==> src/rtl/isa_test_monitor.sv <==
// Watches command channels for a store to the to-host completion address, then
// waits a settle window and snapshots the core's test verdict and counters.
module isa_test_monitor #(
   parameter int                    CHN_N          = 2,
   parameter int                    ADDR_WIDTH     = 32,
   parameter logic [ADDR_WIDTH-1:0] TO_HOST_ADDR   = ADDR_WIDTH'(32'h3000),
   parameter int                    SETTLE_CYCLES  = 10,
   parameter int                    TIMEOUT_CYCLES = 0,
   parameter int                    CNT_WIDTH      = 32,
   parameter int                    SIM_DELAY      = 1
) (
   input  logic                        clk,
   input  logic                        rst,
   input  logic                        start,
   input  logic [CHN_N*ADDR_WIDTH-1:0] cmd_addr,
   input  logic [CHN_N-1:0]            cmd_valid,
   input  logic [CHN_N-1:0]            cmd_ready,
   input  logic [31:0]                 test_num,
   input  logic [31:0]                 minstret,
   input  logic [31:0]                 mcycle,
   output logic                        busy,
   output logic                        done,
   output logic                        pass,
   output logic                        fail,
   output logic                        timeout,
   output logic [1:0]                  hit_chn,
   output logic [31:0]                 fail_testnum,
   output logic [31:0]                 minstret_snap,
   output logic [31:0]                 mcycle_snap,
   output logic [CNT_WIDTH-1:0]        elapsed
);

   localparam int unsigned SET_W = (SETTLE_CYCLES > 1) ? $clog2(SETTLE_CYCLES + 1) : 1;
   localparam bit                  TO_EN   = (TIMEOUT_CYCLES != 0);
   localparam logic [CNT_WIDTH-1:0] TO_LAST = CNT_WIDTH'(TIMEOUT_CYCLES - 1);
   localparam logic [CNT_WIDTH-1:0] CNT_MAX = '1;

   // Reject configurations the logic below cannot represent.
   if (CHN_N < 1 || CHN_N > 4 || SETTLE_CYCLES < 1 || TIMEOUT_CYCLES < 0 ||
       CNT_WIDTH < 1 || SIM_DELAY < 0) begin : g_bad_params
      $error("isa_test_monitor: illegal parameter value");
   end

   typedef enum logic [1:0] {
      IDLE   = 2'd0,
      RUN    = 2'd1,
      SETTLE = 2'd2,
      DONE   = 2'd3
   } state_t;

   state_t           state;
   logic [SET_W-1:0] settle_cnt;
   logic             hit_any_c;
   logic [1:0]       hit_idx_c;

   // Descending scan so the lowest hitting channel is the one left standing.
   always_comb begin
      hit_any_c = 1'b0;
      hit_idx_c = 2'd0;
      for (int i = CHN_N - 1; i >= 0; i--) begin
         if (cmd_valid[i] && cmd_ready[i] &&
             cmd_addr[i*ADDR_WIDTH +: ADDR_WIDTH] == TO_HOST_ADDR) begin
            hit_any_c = 1'b1;
            hit_idx_c = 2'(i);
         end
      end
   end

   always_ff @(posedge clk) begin
      if (rst) begin
         state         <= IDLE;
         settle_cnt    <= '0;
         busy          <= 1'b0;
         done          <= 1'b0;
         pass          <= 1'b0;
         fail          <= 1'b0;
         timeout       <= 1'b0;
         hit_chn       <= 2'd0;
         fail_testnum  <= 32'd0;
         minstret_snap <= 32'd0;
         mcycle_snap   <= 32'd0;
         elapsed       <= '0;
      end else begin
         case (state)
            IDLE, DONE: begin
               if (start) begin
                  state   <= RUN;
                  busy    <= 1'b1;
                  done    <= 1'b0;
                  pass    <= 1'b0;
                  fail    <= 1'b0;
                  timeout <= 1'b0;
                  elapsed <= '0;
               end
            end
            RUN: begin
               if (elapsed != CNT_MAX) begin
                  elapsed <= elapsed + CNT_WIDTH'(1);
               end
               // A hit on the limit cycle wins over the timeout.
               if (hit_any_c) begin
                  state      <= SETTLE;
                  settle_cnt <= SET_W'(SETTLE_CYCLES - 1);
                  hit_chn    <= hit_idx_c;
               end else if (TO_EN && elapsed == TO_LAST) begin
                  state         <= DONE;
                  busy          <= 1'b0;
                  done          <= 1'b1;
                  timeout       <= 1'b1;
                  fail          <= 1'b1;
                  pass          <= 1'b0;
                  fail_testnum  <= test_num;
                  minstret_snap <= minstret;
                  mcycle_snap   <= mcycle;
               end
            end
            SETTLE: begin
               if (settle_cnt == '0) begin
                  state         <= DONE;
                  busy          <= 1'b0;
                  done          <= 1'b1;
                  pass          <= (test_num == 32'd1);
                  fail          <= (test_num != 32'd1);
                  fail_testnum  <= test_num;
                  minstret_snap <= minstret;
                  mcycle_snap   <= mcycle;
               end else begin
                  settle_cnt <= settle_cnt - SET_W'(1);
               end
            end
            default: state <= IDLE;
         endcase
      end
   end

endmodule
==> config.mk <==
export PLATFORM = sky130hd
export DESIGN_NAME = isa_test_monitor
export DESIGN_NICKNAME = d
export VERILOG_FILES = /design/src/rtl/isa_test_monitor.sv
export SDC_FILE = /design/constraint.sdc
export NUM_CORES = 1
export LEC_CHECK = 0
export BUFFER_PORTS_ARGS = -buffer_cell sky130_fd_sc_hd__buf_2
export CAP_MARGIN = 20
export CORE_AREA = 10 10 125 127
export DETAILED_ROUTE_END_ITERATION = 8
export DIE_AREA = 0 0 135 137
export PLACE_DENSITY = 0.81
export SLEW_MARGIN = 20
export SYNTH_ARGS = -nofsm -noshare
export SYNTH_HDL_FRONTEND = slang
export SYNTH_SLANG_ARGS = --single-unit
==> constraint.sdc <==
create_clock -name clk -period 2.75 [get_ports clk]
set_clock_uncertainty 0.15 [all_clocks]
set_input_delay 0.275 -clock clk [delete_from_list [all_inputs] [get_ports clk]]
set_output_delay 0.275 -clock clk [all_outputs]
set_load 0.01 [all_outputs]
==> results of run 1 <==
-- routing by layer --
layer / global-route usage (%) / part of all wire [%] / up-vias
met2: 40.3 / 50 / 356
li1: - / - / 3255
met4: 12.1 / 3.5 / 0
met5: 0 / 0 / -
met1: 23.9 / 37 / 3110
met3: 9.31 / 10 / 70
-- critical path, cell delays in order (launching register included) --
cell and delay (ps):
dfxtp_1 360, inv_1 70, ha_1 390, nand2_1 110
o21a_1 170, or4b_1 740, nor3_4 250, a21oi_1 110
a31o_1 190
-- stage by stage --
step / setup slack [ps] / util [%] / std cells / power (mW)
detailed placement: 147 / 56.8 / 1159 / 4.58
CTS: 114 / 69.1 / 1286 / 7.26
global placement: 243 / 56.8 / 1159 / 4.54
finish: 85.2 / 69.1 / 1288 / 7.30
global route: 2.35 / 69.1 / 1288 / 7.68
floorplan: 441 / - / 721 / 3.79
-- flip-flops by register name, indices dropped and copies added (netlist names) --
register,flops
busy,1
done,1
elapsed,32
fail,1
fail_testnum,32
hit_chn,1
mcycle_snap,32
minstret_snap,32
pass,1
settle_cnt,4
state,2
-- cell usage in the layout (no fill, tap or decap), types with 8 or more instances in the layout --
master / count
nor4_1: 20
or3_1: 8
dlygate4sd3_1: 95
nand2_1: 212
xnor2_1: 8
nor2_1: 29
a21oi_1: 120
nand3_1: 17
or4_1: 12
inv_1: 9
nand4_1: 9
dfxtp_1: 139
buf_2: 298
clkbuf_16: 17
-- worst max path at each step --
stage                               endpoint  cells past startpoint                  start  slack [ps]
floorplan           elapsed[28]$_SDFFE_PP0P_                      9  state[0]$_SDFFE_PP0P_         440
global placement    elapsed[28]$_SDFFE_PP0P_                      8  state[0]$_SDFFE_PP0P_         240
detailed placement  elapsed[28]$_SDFFE_PP0P_                      8  state[0]$_SDFFE_PP0P_         150
CTS                 elapsed[28]$_SDFFE_PP0P_                      8  state[0]$_SDFFE_PP0P_         110
global route        elapsed[28]$_SDFFE_PP0P_                      8  state[0]$_SDFFE_PP0P_           2
finish              elapsed[28]$_SDFFE_PP0P_                      8  state[0]$_SDFFE_PP0P_          90
-- logic make-up (layout without fill, tap and decap cells) --
family	count (synthesis)	after routing	share of synthesized area (%)
AOI/OAI and AO/OA	163	163	16.0
xor gates and xnor gates	11	11	1.66
adders and majority gates	6	6	1.30
buffers and inverters	55	444	3.91
DFF	139	139	48.0
muxes	2	2	0.388
other	1	4	0.0647
and+or+nand+nor	343	343	28.6
-- cell type report --
type                    instances  share of cell area, %
multi-input cells             527                   31.0
flip-flops and latches        139                   30.8
repair buffers                402                   28.0
clock buffers                  17                   4.70
clock inverters                15                   2.57
well taps                     176                   2.43
inverters                      10                  0.415
diodes                          2                 0.0553
-- power groups by stage --
stage | combinational, mW | sequential (mW) | clock [mW]
finish | 2.21 | 2.50 | 2.59
detailed placement | 2.06 | 2.52 | 0
global placement | 2.03 | 2.51 | 0
floorplan | 1.13 | 2.66 | 0
CTS | 2.17 | 2.48 | 2.60
global route | 2.45 | 2.53 | 2.70
==> metrics.md, run 1 <==
| Metric | Value |
|---|---|
| Outcome | `finished clean` |
| Core Footprint | `13100 sq um` |
| Reg2reg setup slack | `90 ps` |
| Syn_area_per_cell | `8.05 sq um` |
| RR Startpoint | `state[0]$_SDFFE_PP0P_` |
| Register Area | `2780 sq um` |
| Reg2reg path depth | `8` |
| Number of synthesized register bits | `139` |
| Async SR Flop Fraction | `0%` |
| Design area | `9050 sq um` |
| H-tree depth | `4` |
| Synth top cells by count | `nand2_1, dfxtp_1, a21oi_1` |
| Initial antenna violation count | `2` |
| Via Count | `6791` |
| Placed inst area | `7430 sq um` |
| Synthesis-to-layout area growth | `56.1%` |
| Sequential area share after synthesis | `48.0%` |
| Relative slew slack | `55.9%` |
| Post-synth top area cell | `dfxtp_1` |
| Synth top area cells | `dfxtp_1, nand2_1, a21oi_1` |
| Switch Pwr | `2.52 mW` |
| Worst Path Max Fanout | `7` |
| DRT Pass-1 Iters | `6` |
| Sequential power share | `34.3%` |
| Synth Warn # | `0` |
| Combinational cell fraction of total power | `30.3%` |
| Crit path capture type | `register` |
| Hold EP | `fail_testnum[26]$_SDFFE_PP0P_` |
| Worst skew pair latency | `420 ps` |
| Required @ worst endpoint | `2910 ps` |
| Die area | `18500 sq um` |
| Power Dens Cells | `807 nW/um^2` |
| Hold Slack | `68.1 ps` |
| Post-DRT Antenna Nets | `0` |
| Total grt overflow | `0` |
| IO Port Bufs | `299` |
| Fillers | `978` |
| Int Power | `4.78 mW` |
| RSZ-0062 raised after global routing | `false` |
| Site Rows | `42` |
| Post CTS Setup Buffer Count | `0` |
| Net Sw Frac | `34.5%` |
| Maximum VDD drop | `0.554 mV` |
| Vias in the first global route | `7028` |
| Yosys top cell area share | `48.0%` |
| Top_reg_cell synth | `dfxtp_1` |
| Root Buffer Master | `clkbuf_16` |
| Vias per cell | `5.27` |
| Max-Cap Viols | `0` |
| Reg2reg end | `elapsed[28]$_SDFFE_PP0P_` |
| DRC violations left | `0` |
| Multi-input gate area | `2810 sq um` |
| Final #Nets | `1270` |
| Worst min path class | `input port to register` |
| Worst-margin pin slew | `662 ps` |
| Post-synthesis cell type count | `59` |
| Setup violators final | `0` |
| CTS tree | `built` |
| Top-count cell post-synth | `nand2_1` |
| WL/cell | `17.7 um` |
| Pins over their slew limit | `0` |
| Crit Path Class | `register to register` |
| Die Width | `135 um` |
| Clock Power Share | `35.4%` |
| Period utilization | `96.9%` |
| Global Route Usage Sum | `23.3%` |
| Hold Path Origin | `test_num[26]` |
| Max Fclk | `375 MHz` |
| Number of CTS-inserted buffers | `17` |
| Leak pwr | `3.91 nW` |
| Post-CTS Resized | `0` |
| GPL Wtd Cong | `0.875` |
| Die height | `137 um` |
| Synth Instances | `720` |
| # IOs | `302` |
| Hold_buf cts | `95` |
| Global-route wire length before repair | `35200 um` |
| Initial Util | `44.3%` |
| CP startpoint kind | `register` |
| Buffer depth of the longest clock path | `2` |
| Number of DRC markers in iteration 0 | `624` |
| Final hold vios | `0` |
| Clock transition at path regs | `70 ps` |
| Largest net degree at the start of global routing | `99` |
| Minimum clock period after layout | `2660 ps` |
| Fin Setup TNS | `0 ps` |
| Min-Delay Path Depth | `3` |
| Share of post-route cells with drive strength above 1 | `32.5%` |
| Clock Sinks | `139` |
| Drt total wl | `22800 um` |
| Post-synth design cell area | `5800 sq um` |
| Worst endpoint data arrival time | `2820 ps` |
| EDFF count, synth | `0` |
| DPL Wire Length | `14400 um` |
No activity file was read; power rests on OpenSTA's default activity.
==> run 2, diff against run 1 <==
--- a/config.mk
+++ b/config.mk
@@ -7,9 +7,9 @@
 export LEC_CHECK = 0
 export BUFFER_PORTS_ARGS = -buffer_cell sky130_fd_sc_hd__buf_2
 export CAP_MARGIN = 20
-export CORE_AREA = 10 10 125 127
+export CORE_AREA = 10 10 138 115
 export DETAILED_ROUTE_END_ITERATION = 8
-export DIE_AREA = 0 0 135 137
+export DIE_AREA = 0 0 148 125
 export PLACE_DENSITY = 0.81
 export SLEW_MARGIN = 20
 export SYNTH_ARGS = -nofsm -noshare
==> metrics.md, run 2 (synthesized netlist as in run 1, its figures left out) <==
| Metric | Value |
|---|---|
| DRT Pass-1 Iters | `5 (-1)` |
| CP startpoint kind | `register` |
| RSZ-0062 raised after global routing | `false` |
| Number of DRC markers in iteration 0 | `490 (-21%)` |
| Clock Sinks | `139 (unchanged)` |
| Global-route wire length before repair | `36100 um (+2.6%)` |
| DRC violations left | `0 (unchanged)` |
| Die Width | `148 um (+9.6%)` |
| Core Footprint | `13200 sq um (+1.0%)` |
| Initial antenna violation count | `5 (+3)` |
| Via Count | `6796 (+0.074%)` |
| Maximum VDD drop | `0.441 mV (-20%)` |
| Buffer depth of the longest clock path | `2 (unchanged)` |
| Share of post-route cells with drive strength above 1 | `32.7% (+0.18 points)` |
| Sequential power share | `35.4% (+1.1 points)` |
| Combinational cell fraction of total power | `31.7% (+1.4 points)` |
| Leak pwr | `3.87 nW (-0.83%)` |
| Hold Slack | `24.0 ps (-44.1 ps)` |
| Reg2reg setup slack | `130 ps (+50 ps)` |
| CTS tree | `built` |
| Pre-CTS setup slack | `175 ps (+27.7 ps)` |
| Clock Power Share | `32.9% (-2.5 points)` |
| Register Area | `2780 sq um (unchanged)` |
| Worst endpoint data arrival time | `2770 ps (-50 ps)` |
| # IOs | `302 (unchanged)` |
| Minimum clock period after layout | `2620 ps (-49.6 ps)` |
| Hold EP | `fail_testnum[3]$_SDFFE_PP0P_` |
| Setup violators final | `0 (unchanged)` |
| Fillers | `995 (+1.7%)` |
| H-tree depth | `4 (unchanged)` |
| Worst skew pair latency | `410 ps (about the same)` |
| Net Sw Frac | `36.0% (+1.5 points)` |
| Die height | `125 um (-8.8%)` |
| RR Startpoint | `state[0]$_SDFFE_PP0P_` |
| Period utilization | `95.1% (-1.8 points)` |
| Outcome | `finished clean` |
| Number of CTS-inserted buffers | `17 (unchanged)` |
| Worst Path Max Fanout | `7 (unchanged)` |
| Power Dens Cells | `784 nW/um^2 (-2.8%)` |
| Largest net degree at the start of global routing | `87 (-12%)` |
| GPL Wtd Cong | `0.862 (-1.5%)` |
| Relative slew slack | `51.1% (-4.8 points)` |
| Total grt overflow | `0 (unchanged)` |
| Max-Cap Viols | `0 (unchanged)` |
| Synthesis-to-layout area growth | `55.4%` |
| DPL Wire Length | `14900 um (+3.4%)` |
| Worst min path class | `input port to register` |
| Initial Util | `43.9% (-0.44 points)` |
| Drt total wl | `23300 um (+2.2%)` |
| Post-DRT Antenna Nets | `0 (unchanged)` |
| Worst-margin pin slew | `734 ps (+71.7 ps)` |
| Post CTS Setup Buffer Count | `0 (unchanged)` |
| Vias in the first global route | `6968 (-0.85%)` |
| Multi-input gate area | `2810 sq um (unchanged)` |
| Max Fclk | `382 MHz (+1.9%)` |
| Site Rows | `38 (-9.5%)` |
| Reg2reg path depth | `8 (unchanged)` |
| Global Route Usage Sum | `23.9% (+0.57 points)` |
| Final WS setup | `135 ps (+49.6 ps)` |
| Die area | `18500 sq um (about the same)` |
| WL/cell | `18.0 um (+1.3%)` |
| Crit path capture type | `register` |
| Crit Path Class | `register to register` |
| IO Port Bufs | `299 (unchanged)` |
| Most frequent cells in the layout | `buf_2, nand2_1, dfxtp_1` |
| Required @ worst endpoint | `2910 ps (about the same)` |
| Switch Pwr | `2.54 mW (+1.0%)` |
| Fin Setup TNS | `0 ps (unchanged)` |
| Clock transition at path regs | `60 ps (about the same)` |
| Commonest non-fill, non-tap cell in the layout | `buf_2` |
| Int Power | `4.52 mW (-5.5%)` |
| Hold Path Origin | `test_num[3]` |
| Root Buffer Master | `clkbuf_16` |
| Final hold vios | `0 (unchanged)` |
| Min-Delay Path Depth | `3 (unchanged)` |
| Reg2reg end | `elapsed[28]$_SDFFE_PP0P_` |
| Final #Nets | `1273 (+0.24%)` |
| Post-CTS Resized | `0 (unchanged)` |
| Vias per cell | `5.23 (-0.77%)` |
| Pins over their slew limit | `0 (unchanged)` |
-- run 2: stage by stage --
stage	utilization [%]	cell area [sq um]	power [mW]	instances
global placement	56.4	7450	4.54	1166
floorplan	-	5800	3.79	721
global route	68.2	9010	7.44	1298
detailed placement	56.4	7450	4.59	1166
CTS	68.1	9000	7.01	1293
finish	68.2	9010	7.06	1299
-- run 2: repair_timing --
item,4_1_cts,5_1_grt
hold buffers,95,0
setup endpoints to repair,0,0
endpoints found under the hold margin,95,0
-- run 2: power by group through the flow --
stage	Combinational, mW	Clock (mW)	Sequential (mW)
final	2.24	2.33	2.50
after global routing	2.47	2.44	2.53
after CTS	2.19	2.34	2.48
after detailed placement	2.07	0	2.52
after global placement	2.03	0	2.51
after floorplan	1.13	0	2.66
-- run 2: how the worst max path moves through the flow --
stage	from	to	slack [ps]	cells past startpoint
after floorplan	state[0]$_SDFFE_PP0P_	elapsed[28]$_SDFFE_PP0P_	440	9
after global placement	state[0]$_SDFFE_PP0P_	elapsed[28]$_SDFFE_PP0P_	250	8
after detailed placement	state[0]$_SDFFE_PP0P_	elapsed[28]$_SDFFE_PP0P_	180	8
after CTS	state[0]$_SDFFE_PP0P_	elapsed[28]$_SDFFE_PP0P_	150	8
after global routing	state[0]$_SDFFE_PP0P_	elapsed[18]$_SDFFE_PP0P_	5	7
final	state[0]$_SDFFE_PP0P_	elapsed[28]$_SDFFE_PP0P_	130	8
-- run 2: cell type report --
| class | count | share of cell area [%] |
|---|---|---|
| Sequential cell | 139 | 30.9 |
| Multi-Input combinational cell | 527 | 31.2 |
| Inverter | 10 | 0.417 |
| Tap cell | 180 | 2.50 |
| Clock inverter | 14 | 1.75 |
| Timing Repair Buffer | 405 | 28.2 |
| Antenna cell | 6 | 0.167 |
| Clock buffer | 18 | 4.87 |
-- run 2: worst max-delay path, cell delays in order, from the launching register on --
cell     delay, ps
dfxtp_1        360
inv_1           80
ha_1           380
nand2_1        120
o21a_1         170
or4b_1         740
nor3_4         230
a21oi_1         90
a31o_1         180
-- run 2: per-layer routing --
metal | vias to the layer above | share of wire (%) | wire, um | track usage (%)
met5 | - | 0 | 0 | 0
met4 | 0 | 2.8 | 649 | 10.7
met3 | 49 | 8.9 | 2070 | 8.80
met2 | 316 | 50 | 11600 | 41.0
met1 | 3165 | 39 | 9060 | 25.7
li1 | 3266 | - | - | -
